## config.mk

```make
export PLATFORM = sky130hd
export DESIGN_NAME = fpnew_opgroup_share_arbiter
export DESIGN_NICKNAME = d
export VERILOG_FILES = /design/src/rtl/fpnew_opgroup_share_arbiter.sv
export SDC_FILE = /design/constraint.sdc
export NUM_CORES = 1
export LEC_CHECK = 0
export ABC_AREA = 1
export BUFFER_PORTS_ARGS = -buffer_cell sky130_fd_sc_hd__buf_2
export CORE_AREA = 2 2 305 307
export DETAILED_ROUTE_END_ITERATION = 10
export DIE_AREA = 0 0 307 309
export GPL_ROUTABILITY_DRIVEN = 0
export GPL_TIMING_DRIVEN = 0
export PLACE_DENSITY = 0.35
export SKIP_LAST_GASP = 1
export SLEW_MARGIN = 0
export SYNTH_ARGS = -nofsm -noshare
export SYNTH_HDL_FRONTEND = slang
export SYNTH_SLANG_ARGS = --single-unit
```

## constraint.sdc

```tcl
create_clock -name clk_i -period 6.8 [get_ports clk_i]
set_input_delay 1.02 -clock clk_i [delete_from_list [all_inputs] [get_ports clk_i]]
set_output_delay 1.02 -clock clk_i [all_outputs]
set_load 0.02 [all_outputs]
```

## src/rtl/fpnew_opgroup_share_arbiter.sv

```systemverilog
// ============================================================================
// Module  : fpnew_opgroup_share_arbiter
// Brief   : Round-robin, credit-limited sharing of one FP op-group datapath
//           among NumReq requesters, with tag-routed one-entry response register.
//           Optional: FPNEW_SHARE_PERF_EN adds per-requester stall counters.
// Revision: 1.0 - initial release
// ============================================================================
`default_nettype none

module fpnew_opgroup_share_arbiter #(
    parameter int unsigned NumReq         = 4,
    parameter int unsigned OpWidth        = 128,
    parameter int unsigned ResWidth       = 38,
    parameter int unsigned TagWidth       = 4,
    parameter int unsigned MaxOutstanding = 4,
    localparam int unsigned IdWidth       = (NumReq > 1) ? $clog2(NumReq) : 1
) (
    input  logic                          clk_i,
    input  logic                          rst_i,
    input  logic                          flush_i,
    input  logic [NumReq-1:0]             req_valid_i,
    output logic [NumReq-1:0]             req_ready_o,
    input  logic [NumReq*OpWidth-1:0]     req_op_i,
    input  logic [NumReq*TagWidth-1:0]    req_tag_i,
    output logic                          dp_valid_o,
    input  logic                          dp_ready_i,
    output logic [OpWidth-1:0]            dp_op_o,
    output logic [IdWidth+TagWidth-1:0]   dp_tag_o,
    input  logic                          dp_result_valid_i,
    output logic                          dp_result_ready_o,
    input  logic [ResWidth-1:0]           dp_result_i,
    input  logic [IdWidth+TagWidth-1:0]   dp_result_tag_i,
    output logic [NumReq-1:0]             rsp_valid_o,
    input  logic [NumReq-1:0]             rsp_ready_i,
    output logic [ResWidth-1:0]           rsp_result_o,
    output logic [TagWidth-1:0]           rsp_tag_o,
    output logic                          id_error_o,
    output logic                          busy_o
`ifdef FPNEW_SHARE_PERF_EN
    ,
    output logic [NumReq*16-1:0]          stall_cnt_o
`endif
);

    localparam logic [3:0]         CntMax  = 4'(MaxOutstanding);
    localparam logic [IdWidth:0]   NumReqW = (IdWidth+1)'(NumReq);

    logic [IdWidth-1:0]            ptr_q, ptr_d;
    logic [NumReq-1:0][3:0]        cnt_q, cnt_d;
    logic                          lock_q, lock_d;
    logic [IdWidth-1:0]            lock_id_q, lock_id_d;
    logic                          full_q, full_d;
    logic [ResWidth-1:0]           res_q, res_d;
    logic [TagWidth-1:0]           tag_q, tag_d;
    logic [IdWidth-1:0]            id_q, id_d;
    logic                          err_q, err_d;

    logic                          active;
    logic [NumReq-1:0]             eligible;
    logic [IdWidth-1:0]            grant;
    logic                          found;
    logic [IdWidth:0]              idx;
    logic                          issue;
    logic                          rsp_fire;
    logic                          res_fire;
    logic [IdWidth-1:0]            res_id;
    logic                          res_id_ok;

    assign active = !flush_i && !rst_i;

    always_comb begin
        for (int unsigned i = 0; i < NumReq; i++) begin
            eligible[i] = req_valid_i[i] && (cnt_q[i] < CntMax);
        end
    end

    // A stalled grant stays locked so a newly valid requester cannot steal it.
    always_comb begin
        grant = '0;
        found = 1'b0;
        idx   = '0;
        for (int unsigned k = 0; k < NumReq; k++) begin
            idx = {1'b0, ptr_q} + (IdWidth+1)'(k);
            if (idx >= NumReqW) idx = idx - NumReqW;
            if (!found && eligible[idx[IdWidth-1:0]]) begin
                found = 1'b1;
                grant = idx[IdWidth-1:0];
            end
        end
        if (lock_q && eligible[lock_id_q]) grant = lock_id_q;
    end

    assign dp_valid_o = (|eligible) && active;
    assign issue      = dp_valid_o && dp_ready_i;
    assign dp_op_o    = req_op_i[grant*OpWidth +: OpWidth];
    assign dp_tag_o   = {grant, req_tag_i[grant*TagWidth +: TagWidth]};

    assign rsp_fire          = full_q && active && rsp_ready_i[id_q];
    assign dp_result_ready_o = active && (!full_q || rsp_fire);
    assign res_fire          = dp_result_valid_i && dp_result_ready_o;
    assign res_id            = dp_result_tag_i[IdWidth+TagWidth-1 -: IdWidth];
    assign res_id_ok         = ({1'b0, res_id} < NumReqW);

    always_comb begin
        req_ready_o = '0;
        rsp_valid_o = '0;
        for (int unsigned i = 0; i < NumReq; i++) begin
            req_ready_o[i] = issue && (grant == IdWidth'(i));
            rsp_valid_o[i] = full_q && active && (id_q == IdWidth'(i));
        end
    end

    always_comb begin
        ptr_d     = ptr_q;
        lock_d    = dp_valid_o && !dp_ready_i;
        lock_id_d = grant;
        full_d    = full_q;
        res_d     = res_q;
        tag_d     = tag_q;
        id_d      = id_q;
        err_d     = res_fire && !res_id_ok;
        cnt_d     = cnt_q;
        if (issue) ptr_d = (grant == IdWidth'(NumReq - 1)) ? '0 : grant + 1'b1;
        if (res_fire && res_id_ok) begin
            full_d = 1'b1;
            res_d  = dp_result_i;
            tag_d  = dp_result_tag_i[TagWidth-1:0];
            id_d   = res_id;
        end else if (rsp_fire) begin
            full_d = 1'b0;
        end
        for (int unsigned i = 0; i < NumReq; i++) begin
            if (issue && (grant == IdWidth'(i)) &&
                !(rsp_fire && (id_q == IdWidth'(i)) && (cnt_q[i] != 4'd0))) begin
                cnt_d[i] = cnt_q[i] + 4'd1;
            end else if (!(issue && (grant == IdWidth'(i))) &&
                         rsp_fire && (id_q == IdWidth'(i)) && (cnt_q[i] != 4'd0)) begin
                cnt_d[i] = cnt_q[i] - 4'd1;
            end
        end
        if (flush_i) begin
            ptr_d  = '0;
            lock_d = 1'b0;
            full_d = 1'b0;
            err_d  = 1'b0;
            cnt_d  = '0;
        end
    end

    always_ff @(posedge clk_i or posedge rst_i) begin
        if (rst_i) begin
            ptr_q     <= '0;
            cnt_q     <= '0;
            lock_q    <= 1'b0;
            lock_id_q <= '0;
            full_q    <= 1'b0;
            res_q     <= '0;
            tag_q     <= '0;
            id_q      <= '0;
            err_q     <= 1'b0;
        end else begin
            ptr_q     <= ptr_d;
            cnt_q     <= cnt_d;
            lock_q    <= lock_d;
            lock_id_q <= lock_id_d;
            full_q    <= full_d;
            res_q     <= res_d;
            tag_q     <= tag_d;
            id_q      <= id_d;
            err_q     <= err_d;
        end
    end

    assign rsp_result_o = res_q;
    assign rsp_tag_o    = tag_q;
    assign id_error_o   = err_q;
    assign busy_o       = (|cnt_q) || full_q;

`ifdef FPNEW_SHARE_PERF_EN
    for (genvar gi = 0; gi < NumReq; gi++) begin : g_stall
        logic [15:0] stall_q;
        always_ff @(posedge clk_i or posedge rst_i) begin
            if (rst_i) begin
                stall_q <= '0;
            end else if (flush_i) begin
                stall_q <= '0;
            end else if (req_valid_i[gi] && !req_ready_o[gi] && (stall_q != 16'hFFFF)) begin
                stall_q <= stall_q + 16'd1;
            end
        end
        assign stall_cnt_o[gi*16 +: 16] = stall_q;
    end
`endif

endmodule

`default_nettype wire

```

### Word level (Yosys, flattened, before mapping)

Index checks and enable logic that the tools add are counted.

| storage, ports and cells | value |
|---|---|
| flip-flop bits (word level) | 66 |
| bits in latches | 0 |
| RAM bits | 0 |
| memory bits (read-only) | 0 |
| input port bits | 585 |
| output and inout port bits | 188 |
| memories | 0 |

| operators by class | value |
|---|---|
| add/sub/neg operators | 16 |
| multiply operators | 0 |
| div/mod/pow operators | 0 |
| order comparisons | 14 |
| equal/unequal tests | 6 |
| shifts and indexed selects | 2 |
| mux-type cells | 40 |
| bitwise logic cells | 0 |
| reduce and logical (&&, ||, !) cells | 79 |

Operators with widths:

| kind | count |
|---|---|
| 512-bit by 10-bit indexed part select with 128-bit output | 1 |
| 1-bit logical AND | 48 |
| 4-bit 2-to-1 mux | 8 |
| 2-bit 2-to-1 mux | 12 |
| 2-bit by 3-bit less-than comparator with 1-bit output (second input constant) | 6 |
| 4-bit by 1-bit adder with 4-bit output (second input constant) | 4 |
| 4-bit by 3-bit less-than comparator with 1-bit output (second input constant) | 4 |
| 16-bit 2-to-1 mux | 1 |
| 4-bit nonzero test | 4 |
| 16-bit OR reduction | 1 |
| 16-bit by 5-bit indexed part select with 4-bit output | 1 |
| 4-bit by 1-bit subtractor with 4-bit output (second input constant) | 4 |
| 1-bit zero test | 15 |
| 3-bit nonzero test | 5 |
| 1-bit 2-to-1 mux | 13 |
| 1-bit binary-select mux with 2-bit select | 6 |
| 3-bit >= comparator (second input constant) | 3 |
| 2-bit equality test (second input constant) | 4 |
| 2-bit by 1-bit subtractor with 2-bit output (second input constant) | 4 |
| 2-bit by 2-bit adder with 3-bit output (second input constant) | 2 |
| 2-bit by 1-bit equality test with 1-bit output (second input constant) | 2 |
| 2-bit zero test | 2 |
| 4-bit OR reduction | 1 |
| 2-bit by 1-bit adder with 3-bit output (second input constant) | 1 |
| 4 further kinds | 5 |

### Depth between registers and ports, before layout

| logic depth | value |
|---|---|
| depth after elaboration | 24 |
| mapped depth | 26 |
| mapped depth without buffers | 23 |

### Least setup slack after synthesis

Ideal clock, no wire load.

| path | value |
|---|---|
| kind | input -> register |
| start | input req_valid_i[1] |
| end | register cnt_q[15] (netlist name) |
| data arrival time | 3.442 ns |
| slack | 3.232 ns |
| cell stages on the path | 22 |
| buffers on the path | 2 |
| cells stage by stage | nand3_1 > nand2_1 > nand2_1 > nand2_1 > nor2_1 > nand2_1 > nand2_1 > nand3_2 > nand2_4 > buf_4 > buf_2 > ha_1 > nand2_1 > nor2_2 > inv_1 > ha_1 > nand2_1 > nor2_1 > a211oi_1 > inv_1 > nor2_1 > o22ai_1 |

| on the way | value |
|---|---|
| longest elaborated chain between the ends | 21 |
| elaborated cells on any way between the ends | 39 |

Ends and longest elaborated chain:

| what | RTL line | RTL |
|---|---|---|
| from (decl) | 21 | `input logic [NumReq-1:0] req_valid_i,` |
| 1-bit logical AND (*) | 73 | `eligible[i] = req_valid_i[i] && (cnt_q[i] < CntMax);` |
| 1-bit binary-select mux with 2-bit select | 85 | `if (!found && eligible[idx[IdWidth-1:0]]) begin` |
| 1-bit 2-to-1 mux (implied by the code) | 85 |  |
| 1-bit 2-to-1 mux | 85 |  |
| 1-bit zero test | 85 |  |
| 1-bit logical AND | 85 |  |
| 1-bit 2-to-1 mux | 85 |  |
| 1-bit zero test | 85 |  |
| [... 5 more ...] | n/a |  |
| 2-bit 2-to-1 mux (*) | 90 | `if (lock_q && eligible[lock_id_q]) grant = lock_id_q;` |
| via dp_tag_o[4] | 28 | `output logic [IdWidth+TagWidth-1:0] dp_tag_o,` |
| 2-bit equality test (*) | 133, 136 |  |
| 1-bit logical AND (*) | 133, 136 |  |
| 1-bit zero test | 136 | `end else if (!(issue && (grant == IdWidth'(i))) &&` |
| 1-bit logical AND | 136 |  |
| 1-bit logical AND (2 in series) | 137 | `rsp_fire && (id_q == IdWidth'(i)) && (cnt_q[i] != 4'd0)) begin` |
| 3-bit nonzero test (no source line) | n/a |  |
| to (signal assigned) | 163 | `cnt_q <= cnt_d;` |
| to (decl) | 49 | `logic [NumReq-1:0][3:0] cnt_q, cnt_d;` |

Mark *: on every way through the listed nets, which the timed path passes. The rest lies on a longest branch. The select of a mux whose other input is x is not followed.
A chain may end at the register's enable or synchronous reset.

### Final worst setup path

| path | value |
|---|---|
| start | input req_valid_i[2] |
| end | output dp_tag_o[3] |

| on the way | value |
|---|---|
| longest elaborated chain between the ends | 15 |
| elaborated cells on any way between the ends | 27 |

Ends and longest elaborated chain:

| what | RTL line | RTL |
|---|---|---|
| 1-bit logical AND (*) | 73 |  |
| 1-bit binary-select mux with 2-bit select | 85 |  |
| 1-bit 2-to-1 mux (implied by the code) | 85 |  |
| 1-bit 2-to-1 mux | 85 |  |
| 1-bit zero test | 85 |  |
| 1-bit logical AND | 85 |  |
| 1-bit 2-to-1 mux | 85 |  |
| 1-bit zero test | 85 |  |
| 1-bit logical AND | 85 |  |
| 1-bit 2-to-1 mux | 85 |  |
| 1-bit zero test | 85 |  |
| 1-bit logical AND | 85 |  |
| 2-bit 2-to-1 mux | 85 |  |
| 2-bit 2-to-1 mux (*) | 90 |  |
| 16-bit by 5-bit indexed part select with 4-bit output (*) | 96 | `assign dp_tag_o = {grant, req_tag_i[grant*TagWidth +: TagWidth]};` |
| to (decl) | 28 |  |

Every way passes the cells marked *; elsewhere a longest branch is shown, timed or not. The select of a mux whose other input is x is not followed.

==> results by stage <==
Status:
- The run finished with clean final reports.

Critical path:
- Following the worst setup path forward leads to its endpoint at dp_tag_o[3].
- The reg2reg setup slack is 2.66 ns.
- The worst setup path is launched from a primary input.
- The worst flop-to-flop path startpoint is cnt_q[11].
- At the worst endpoint, the required time is 5.78 ns.
- Data on the critical path arrives at its endpoint at 4.20 ns.
- Of all nets on the critical path, the largest fanout is 10.
- The number of cells on the worst reg-to-reg path is 22.
- The source of the critical timing path is req_valid_i[2].
- The element type at the critical path end is an output port.
- The critical path in this run is classified as in -> out.
- In this run the critical register-to-register path is captured at cnt_q[15].

Global routing:
- The via count of the first global-routing pass is 12.6k.
- The pin count of the biggest net entering global routing is 51.
- The total overflow reported by the global router is 0.
- The all-layer global routing usage is 13.9%.
- The wire length of the first global-routing pass is 94.0 mm.
- The initial antenna violation count was 39.

Timing:
- The number of max-slew violations in the final report is 0.
- The total of endpoints with negative setup slack in the final report is 0.
- The tightest hold margin is 0.465 ns.
- In this run the tightest slew margin relative to its limit is 22.4%.
- For the finished layout, the period the worst path requires is 5.22 ns.
- The final count of hold timing violations is 0.
- After routing, the total negative slack on setup checks comes to 0 ns.
- The maximum operating frequency is 0.192 GHz.
- Setup repair after global routing left no endpoint under its margin.
- On the final layout, the worst clock skew is 0.00728 ns.
- For the pin with the worst max-slew slack, the measured transition is 1.16 ns.
- The period utilization is 76.7%.

Clock tree:
- The clock-pin slew reported for the worst setup and hold paths after clock tree synthesis is 0.05 ns.
- The number of H-tree levels is 3.
- The clock net in this run drives a total of 66 sinks.
- The largest buffer count on any clock path is 2.
- The setup fix buffers added after clock tree synthesis is 0.
- For the worst-skew pair, the clock arrives at the later sink with an insertion delay of 0.34 ns.
- Once the clock tree was built, the resizer swapped 0 gates to a different size.
- Hold repair after CTS inserted 0 buffers.
- The TritonCTS buffer count is 9.
- TritonCTS built the clock tree.
- CTS placed an instance of sky130_fd_sc_hd__clkbuf_16 at the clock tree root.

Detailed routing:
- The violation count after the first detailed-route iteration is 970.
- For this run, design rule violations remaining after detail routing come to 0.
- The per-cell via count in the routed design is 3.95.
- The detailed router placed 12.3k vias in this run.
- The number of optimization iterations in the first detailed-route pass is 5.
- After detailed routing, the average wire length per cell comes to 22.8 µm.
- The count of nets left with antenna violations once routing finished came out at 0.
- The total routed wirelength is 71.0 mm.

Job:
- The number of maximum-capacitance violations is 0.

Place:
- The count of buffers added on input and output ports is 770.
- The wire-length estimate of the detail-placed layout is 60.9 mm.
- Once placement finished, the instance area stood at 0.0132 mm².

Floorplanning:
- The die is 309 µm tall.
- For this configuration, the core starts out at a cell density of 8.55%.
- 773 I/O pins were placed.
- After floorplanning, the core was divided into 111 placement rows.
- The core outline area is 0.0914 mm².
- The die covers 0.0949 mm².
- The width of the chip is 307 µm.

Synthesis:
- The post-synthesis net count is 1732.
- Synthesis handed over a netlist of 1133 instances.
- The post-synthesis sequential element count is 66.
- The cell area after synthesis is 0.00782 mm².
- Averaged over all synthesized cells, the footprint is 6.90 µm².
- The Yosys step of the flow raised 0 warnings.
- For this run, the register share of the synthesized area comes to 21.1%.
- The netlist uses 41 different library cells.

Final layout:
- The layout has 10.8k filler cells.
- The area occupied by registers is 0.00165 mm².
- For this run, the post-layout net count is 2514.
- From synthesis to final layout, the design area changed by 72.9%.
- The multi-input logic area is 0.00527 mm².
- The share of cells above drive strength 1 is 51.3%.
- The post-route cell area is 0.0135 mm².

Min path:
- The tightest min-delay check is of the reg -> reg type.
- In this run the most critical hold path is launched from cnt_q[8].
[how the worst min path moves through the flow]
stage,cells past startpoint,end
global route,1,cnt_q[8]
CTS,1,cnt_q[8]
finish,1,cnt_q[8]
detailed placement,1,cnt_q[8]
floorplan,1,cnt_q[8]
global placement,1,cnt_q[8]
[area by class of cell]
type / instances / area share (%)
well taps: 1186 / 11.0
clock inverters: 2 / 0.259
repair buffers: 771 / 28.7
clock buffers: 13 / 2.00
inverters: 47 / 1.38
flip-flops and latches: 66 / 12.2
diodes: 9 / 0.167
plain buffers: 110 / 5.24
multi-input cells: 910 / 39.0
[cells in the final DEF (no fill, tap or decap), types with 2 or more instances in the layout]
cell type	count
sky130_fd_sc_hd__nand2_2	3
sky130_fd_sc_hd__inv_4	4
sky130_fd_sc_hd__inv_1	39
sky130_fd_sc_hd__nor2_2	18
sky130_fd_sc_hd__buf_6	20
sky130_fd_sc_hd__o22ai_1	6
sky130_fd_sc_hd__nand3_2	6
sky130_fd_sc_hd__nand3_1	297
sky130_fd_sc_hd__nor3_1	4
sky130_fd_sc_hd__nand3b_1	2
sky130_fd_sc_hd__o21ai_0	109
sky130_fd_sc_hd__o21ai_1	29
sky130_fd_sc_hd__clkbuf_16	9
sky130_fd_sc_hd__fa_1	4
sky130_fd_sc_hd__buf_4	15
sky130_fd_sc_hd__diode_2	9
sky130_fd_sc_hd__mux2_1	12
sky130_fd_sc_hd__ha_1	10
sky130_fd_sc_hd__clkbuf_1	4
sky130_fd_sc_hd__xor2_1	4
sky130_fd_sc_hd__nand2_1	67
sky130_fd_sc_hd__inv_2	4
sky130_fd_sc_hd__a21oi_1	9
sky130_fd_sc_hd__nand4_1	3
sky130_fd_sc_hd__mux2_2	31
sky130_fd_sc_hd__nand2_4	2
sky130_fd_sc_hd__nor2_1	146
sky130_fd_sc_hd__buf_2	841
sky130_fd_sc_hd__o211ai_1	112
sky130_fd_sc_hd__xnor2_1	2
sky130_fd_sc_hd__clkbuf_8	3
sky130_fd_sc_hd__dfrtp_1	66
sky130_fd_sc_hd__nand4_2	2
sky130_fd_sc_hd__a211oi_1	4
sky130_fd_sc_hd__o211ai_2	20
[critical path: stages]
cell	delay (ns)
sky130_fd_sc_hd__buf_2	0.13
sky130_fd_sc_hd__nand3_1	0.14
sky130_fd_sc_hd__nand2_1	0.07
sky130_fd_sc_hd__nand2_1	0.08
sky130_fd_sc_hd__nand2_1	0.08
sky130_fd_sc_hd__nor2_1	0.13
sky130_fd_sc_hd__nand2_1	0.07
sky130_fd_sc_hd__nand2_1	0.08
sky130_fd_sc_hd__nand3_2	0.08
sky130_fd_sc_hd__nand2_4	0.22
sky130_fd_sc_hd__clkbuf_1	0.87
sky130_fd_sc_hd__o21ai_0	0.16
sky130_fd_sc_hd__o211ai_1	0.74
sky130_fd_sc_hd__buf_2	0.31
[stage by stage]
step | cells | util (%) | setup WS [ns]
CTS | 3105 | 14.8 | 1.51
global placement | 3089 | 14.4 | 1.51
finish | 3114 | 14.8 | 1.58
floorplan | 1133 | - | 3.23
detailed placement | 3090 | 14.4 | 1.52
global route | 3109 | 14.8 | 1.29
[layer usage]
metal / vias to the layer above / share of wire, % / GRT usage (%)
li1: 5652 / - / -
met1: 5783 / 41 / 17.1
met2: 721 / 47 / 23.5
met3: 117 / 8.5 / 3.73
met4: 18 / 3.4 / 4.62
met5: - / 0.16 / 0
[synthesized netlist by cell type (all sizes together)]
library cell	number	area share, %
dfrtp	66	21
nor3b	1	0.096
o211ai	132	14
ha	10	1.6
nor3	4	0.26
nand2	72	3.7
nor2	164	8.5
nand3b	2	0.19
nand4	5	0.56
a211oi	4	0.38
a21boi	1	0.096
o31ai	1	0.096
o22ai	6	0.48
conb	1	0.048
xnor2	2	0.22
inv	47	2.4
o21ai	139	8.9
a21oi	10	0.69
nand3	303	20
or2	1	0.080
fa	4	1.0
clkbuf	3	0.14
xor2	4	0.45
mux2	43	6.2
buf	107	8.9
a22o	1	0.11
[flip-flops by register name, indices dropped and copies added, names as in the netlist]
register      cells
cnt_q            16
full_q            1
id_q              2
lock_id_q         2
lock_q            1
ptr_q             2
rsp_result_o     38
rsp_tag_o         4
[cell families after synthesis]
family,count (synthesis),synth area share [%]
and+or+nand+nor,552,33.2
AOI/OAI and AO/OA,294,24.8
buffers and inverters,157,11.4
DFF,66,21.1
muxes,43,6.19
adders and majority gates,14,2.62
xor gates and xnor gates,6,0.672
other,1,0.0480
Power is left out: the tool's default activity adds up to more than one toggle a clock period on the data nets, which glitch-free logic cannot reach.
